## src/rtl/npu_cmd_ctrl.sv

```systemverilog
// Memory-mapped command sequencer for the NPU matrix engine: register file, ack synchronizer
// and run/timeout FSM driving the npu_en/src/rd handshake.
module npu_cmd_ctrl #(
  parameter int MEM_WORDS = 28,
  parameter int MAT_WORDS = 9,
  parameter int CNT_W     = 16,
  parameter int TMO_DEF   = 256,
  parameter int GAP_CYC   = 2
) (
  input  logic        clk_50,
  input  logic        rst,
  input  logic        sel,
  input  logic        MEMRead,
  input  logic        MEMWrite,
  input  logic [31:0] ADDR,
  input  logic [31:0] WD,
  output logic [31:0] RD,
  output logic        npu_en,
  output logic [7:0]  npu_src1_addr,
  output logic [7:0]  npu_src2_addr,
  output logic [7:0]  npu_rd_addr,
  input  logic        npu_ack,
  output logic        irq
);

  typedef enum logic [2:0] {IDLE, RUN, DONE_ST, ABORT, GAP} state_t;

  localparam logic [7:0] ADDR_MAX = 8'(MEM_WORDS - MAT_WORDS);
  localparam logic [7:0] GAP_LAST = 8'(GAP_CYC - 1);

  state_t state, next_state;

  logic [7:0]       src1, src2, dst;
  logic [CNT_W-1:0] timeout, cycles, cyc_inc;
  logic [7:0]       gap_cnt;
  logic             irq_en, done, tmo, err, busy;
  logic             ack_s1, ack_s2, ack_s3, ack_evt;
  logic [2:0]       reg_sel;
  logic             wr_en, rd_en, ctrl_wr, start_req, clr_req;
  logic             addr_ok, launch, reject, tmo_hit;
  logic [31:0]      rd_mux;
  logic             unused_bits;

  assign unused_bits = ^{ADDR[31:5], ADDR[1:0], WD};

  assign reg_sel   = ADDR[4:2];
  assign wr_en     = sel & MEMWrite;
  assign rd_en     = sel & MEMRead & ~MEMWrite;
  assign ctrl_wr   = wr_en && (reg_sel == 3'd0);
  assign start_req = ctrl_wr & WD[0];
  assign clr_req   = ctrl_wr & WD[2];

  assign addr_ok = (src1 <= ADDR_MAX) && (src2 <= ADDR_MAX) && (dst <= ADDR_MAX);
  assign launch  = (state == IDLE) && start_req && addr_ok;
  assign reject  = (state == IDLE) && start_req && !addr_ok;

  // Timeout compares against the count this RUN cycle will leave behind, so TIMEOUT=N gives N RUN cycles.
  assign cyc_inc = (cycles == {CNT_W{1'b1}}) ? cycles : cycles + 1'b1;
  assign tmo_hit = (timeout != '0) && (cyc_inc == timeout);

  // npu_ack may be asynchronous: two flops, then a third for rising-edge detection.
  always_ff @(posedge clk_50 or posedge rst) begin
    if (rst) begin
      ack_s1 <= 1'b0;
      ack_s2 <= 1'b0;
      ack_s3 <= 1'b0;
    end else begin
      ack_s1 <= npu_ack;
      ack_s2 <= ack_s1;
      ack_s3 <= ack_s2;
    end
  end

  assign ack_evt = ack_s2 & ~ack_s3;

  always_ff @(posedge clk_50 or posedge rst) begin
    if (rst) state <= IDLE;
    else     state <= next_state;
  end

  always_comb begin
    next_state = state;
    case (state)
      IDLE:    if (launch) next_state = RUN;
      RUN: begin
        if (ack_evt)      next_state = DONE_ST;
        else if (tmo_hit) next_state = ABORT;
      end
      DONE_ST: next_state = GAP;
      ABORT:   next_state = GAP;
      GAP:     if (gap_cnt == GAP_LAST) next_state = IDLE;
      default: next_state = IDLE;
    endcase
  end

  always_comb begin
    npu_en = 1'b0;
    busy   = 1'b1;
    case (state)
      IDLE:    busy = 1'b0;
      RUN:     npu_en = 1'b1;
      default: ;
    endcase
  end

  always_ff @(posedge clk_50 or posedge rst) begin
    if (rst) begin
      cycles  <= '0;
      gap_cnt <= '0;
    end else begin
      if (launch)             cycles <= '0;
      else if (state == RUN)  cycles <= cyc_inc;
      if (state == GAP)       gap_cnt <= gap_cnt + 8'd1;
      else                    gap_cnt <= '0;
    end
  end

  // CLR is applied before a same-cycle START; a rejected START still leaves ERR set.
  always_ff @(posedge clk_50 or posedge rst) begin
    if (rst) begin
      done   <= 1'b0;
      tmo    <= 1'b0;
      err    <= 1'b0;
      irq_en <= 1'b0;
    end else begin
      done <= (done & ~(clr_req | launch)) | (state == DONE_ST);
      tmo  <= (tmo  & ~(clr_req | launch)) | (state == ABORT);
      err  <= (err  & ~(clr_req | launch)) | reject;
      if (ctrl_wr) irq_en <= WD[1];
    end
  end

  always_ff @(posedge clk_50 or posedge rst) begin
    if (rst) begin
      src1    <= '0;
      src2    <= '0;
      dst     <= '0;
      timeout <= CNT_W'(TMO_DEF);
    end else if (wr_en) begin
      case (reg_sel)
        3'd1:    if (!busy) src1 <= WD[7:0];
        3'd2:    if (!busy) src2 <= WD[7:0];
        3'd3:    if (!busy) dst  <= WD[7:0];
        3'd6:    timeout <= WD[CNT_W-1:0];
        default: ;
      endcase
    end
  end

  always_ff @(posedge clk_50 or posedge rst) begin
    if (rst) begin
      npu_src1_addr <= '0;
      npu_src2_addr <= '0;
      npu_rd_addr   <= '0;
    end else if (launch) begin
      npu_src1_addr <= src1;
      npu_src2_addr <= src2;
      npu_rd_addr   <= dst;
    end
  end

  always_comb begin
    rd_mux = '0;
    case (reg_sel)
      3'd0: rd_mux = {30'd0, irq_en, 1'b0};
      3'd1: rd_mux = {24'd0, src1};
      3'd2: rd_mux = {24'd0, src2};
      3'd3: rd_mux = {24'd0, dst};
      3'd4: rd_mux = {28'd0, err, tmo, done, busy};
      3'd5: rd_mux = 32'(cycles);
      3'd6: rd_mux = 32'(timeout);
      default: rd_mux = '0;
    endcase
  end

  always_ff @(posedge clk_50 or posedge rst) begin
    if (rst)        RD <= '0;
    else if (rd_en) RD <= rd_mux;
  end

  assign irq = done & irq_en;

endmodule

```

## config.mk

```make
export PLATFORM = sky130hd
export DESIGN_NAME = npu_cmd_ctrl
export DESIGN_NICKNAME = d
export VERILOG_FILES = /design/src/rtl/npu_cmd_ctrl.sv
export SDC_FILE = /design/constraint.sdc
export NUM_CORES = 1
export LEC_CHECK = 0
export BUFFER_PORTS_ARGS = -buffer_cell sky130_fd_sc_hd__buf_4
export CAP_MARGIN = 20
export CORE_AREA = 2 2 125 127
export CTS_CLUSTER_SIZE = 16
export DETAILED_ROUTE_END_ITERATION = 6
export DIE_AREA = 0 0 127 129
export GPL_TIMING_DRIVEN = 0
export PLACE_DENSITY = 0.73
export SLEW_MARGIN = 10
export SYNTH_ARGS = -nofsm -noshare
export SYNTH_HDL_FRONTEND = slang
export SYNTH_SLANG_ARGS = --single-unit
```

## constraint.sdc

```tcl
create_clock -name clk_50 -period 4.9 [get_ports clk_50]
set_input_delay 0.735 -clock clk_50 [delete_from_list [all_inputs] [get_ports clk_50]]
set_output_delay 0.735 -clock clk_50 [all_outputs]
set_load 0.03 [all_outputs]
```

==> flow_summary_export.csv <==
group,metric,value,unit
run_status,outcome,"finished clean",
floorplanning,rows,45,
worst_setup_path,crit_fanout,8,
pwr,power_leakage,3.37,nW
pwr,p_comb_share,24.8,%
drt,wl,16.0,mm
pwr,p_clk_share,38.3,%
pwr,power_switching_share,33.2,%
flow_run,drv_cap,0,
grt,overflow,0,
floorplanning,ios,128,
yosys,synth_seq_cells,114,
clock_tree,clkSinkCount,114,
sta,post-route-period-util,61.7,%
sta,rsz0062_at_grt,"false",
sta,hold_viol,0,
drt,drc,0,
pwr,total_power,3.63,mW
yosys,synth_common_cells,"dfrtp_1 (113), nand2_1 (45), mux2_2 (41)",
clock_tree,cts_setup_buffers,0,
place,io_buffers,65,
yosys,netlist_area,5900,µm²
drt,vias,4810,
yosys,async_flop_share,100,%
yosys,syn_inst,555,
worst_setup_path,worstPathArrival,3.38,ns
grt,track_usage,20.2,%
floorplanning,die_w,127,µm
place,hpwlAfterDp,11.4,mm
worst_setup_path,cp-start-kind,"register",
yosys,yosys_warnings,0,
grt,grt_pass1_vias,4651,
worst_hold_path,hold_class,"input pin to async pin",
clock_tree,cts_tree,"built",
pwr,seqPwrFrac,37.0,%
yosys,synth-edff-count,0,
grt,grt_pass1_wl,25.4,mm
yosys,yosysMostFrequentCell,"dfrtp_1",
drt,first_iter_violations,403,
sta,maxSlewHeadroom,46.5,%
floorplanning,core_area,15000,µm²
clock_tree,cts.htree.levels,4,
yosys,synth_largest_area_cell,"dfrtp_1",
drt,detail-route-antenna-nets,0,
pwr,switchingPower,1.20,mW
worst_setup_path,criticalPathCategory,"register to register",
grt,grt_max_degree,77,
drt,routedWlPerCell,18.7,µm
floorplanning,start_util,39.4,%
floorplanning,chipHeight,129,µm
sta,worstMarginPinSlew,0.799,ns
drt,firstDrtPassIters,5,
floorplanning,die-area,16400,µm²
yosys,seq_area_frac_synth,48.4,%
sta,hold_slack,0.300,ns
clock_tree,cts.path.max_buffers,2,
yosys,synthFlopType,"dfrtp_1",
yosys,synth_area_per_cell,10.6,µm²
worst_setup_path,required,5.26,ns
clock_tree,cts_hold_buf,0,
layout,nets,728,
clock_tree,cts_resized,0,
sta,period_minus_slack,3.02,ns
sta,fmax,331,MHz
sta,fin_skew,0.0152,ns
layout,syn2layout_area_growth,25.0,%
pwr,vdd_ir_drop_max,0.287,mV
drt,viasPerCell,5.62,
sta,final.setup.tns,0,ns
layout,antenna_cells,0,
place,gp_congestion,0.961,
worst_setup_path,worstSetupEndpointType,"register",
yosys,synth_area_leaders,"dfrtp_1 (48%), mux2_2 (7.8%), mux2_1 (3.4%)",
pwr,power_density,492,nW/µm²
pwr,intPower,2.43,mW
clock_tree,clock-root-buffer,"clkbuf_16",
layout,fin_util,49.2,%
clock_tree,cts_buffers,17,
grt,antenna_found_initial,0,
yosys,synth_cell_types,73,
sta,setup_viol,0,
yosys,yosys.area.top_type_share,47.9,%
sta,slew_viol_final,0,
clock_tree,clk_pin_slew,0.06,ns
layout,drive_gt1_share,27.5,%
clock_tree,insertion_delay,0.43,ns
-- per-stage QoR --
step	instances	worst slack [ns]	cell area (µm²)
2_1_floorplan	570	1.15	5950
3_3_place_gp	823	0.0155	6680
3_5_place_dp	824	1.62	6710
4_1_cts	856	1.94	7370
5_1_grt	856	1.79	7370
6_report	856	1.88	7370
-- final timing paths --
check	slack (ns)	cells after the start	to	from
setup reg to reg	1.88	8	state[1]	cycles[0]
hold reg to reg	0.35	0	ack_s2	ack_s1
max in group asynchronous	3.86	3	timeout[8]	rst
hold / removal	0.30	2	ack_s1	rst
min in group clk_50	0.35	0	ack_s2	ack_s1
setup / recovery	1.88	8	state[1]	cycles[0]
-- cells in the final DEF, fill, tap and decap left out, types with 3 or more instances in the layout --
cell type,count
dfrtp_1,113
buf_4,81
nand2_1,45
mux2_2,41
o21ai_0,38
nor2_1,33
nor2b_1,20
mux2_1,18
nand3_1,17
clkbuf_16,17
clkbuf_1,16
a21oi_1,16
conb_1,16
mux2i_1,12
o21ai_1,12
a22oi_1,11
xor2_1,11
nor4_1,10
buf_2,9
nor3_1,8
inv_1,8
xnor2_1,7
or3_1,6
and3_1,5
inv_6,5
bufinv_16,5
nand4_1,4
a221oi_1,4
a311oi_1,4
nand2b_1,4
o21bai_1,4
and2_1,3
o41ai_1,3
and4_1,3
o311ai_0,3
ha_1,3
clkinvlp_4,3
-- cells by family (layout without fill, tap and decap cells) --
group	count (synthesis)	after routing	synth area share, %
AO/OA/AOI/OAI	118	118	13.2
XOR/XNOR	18	18	2.67
adder cells (fa/ha/maj)	3	3	0.636
buffers and inverters	55	153	4.99
flip-flops	114	114	48.4
multiplexers	72	72	13.7
other	1	16	0.0636
AND/OR/NAND/NOR	174	174	16.4
-- power groups by stage --
| stage | combinational, mW | clock, mW | sequential [mW] |
|---|---|---|---|
| after CTS | 0.890 | 1.40 | 1.34 |
| after global placement | 0.860 | 0 | 1.34 |
| final | 0.899 | 1.39 | 1.34 |
| after global routing | 0.974 | 1.45 | 1.37 |
| after floorplan | 0.603 | 0 | 1.33 |
| after detailed placement | 0.877 | 0 | 1.35 |
-- critical path, stage by stage (launching register included) --
cell and delay (ns):
dfrtp_1 0.53, ha_1 0.33, nand4_2 0.29, or3_1 0.53, mux2i_1 0.16, a2111o_1 0.42
nor4_1 0.36, nand4_1 0.22, nand2_1 0.12
-- state kept, by name, summed over array words and instances (netlist names), 3 cells and up --
name / count
src1: 8
npu_src1_addr: 8
src2: 8
cycles: 16
npu_src2_addr: 8
timeout: 16
state: 3
gap_cnt: 8
RD: 16
dst: 8
npu_rd_addr: 8
-- final cells by class --
cell class                      instances  area, µm²
Buffer                                 46        260
Inverter                                9       38.8
Clock buffer                           18        439
Sequential cell                       114       2850
Timing Repair Buffer                   66        515
Multi-Input combinational cell        401       2810
Tap cell                              188        235
Fill cell                            1355       7600
Clock inverter                         14        225
-- routing by layer --
metal	global-route usage, %	vias to the layer above	routed length, µm
li1	-	2194	-
met1	26.3	2380	7010
met2	33.0	207	7670
met3	5.45	29	1070
met4	6.72	0	274
met5	0	-	0
(Power assumes the default switching activity.)
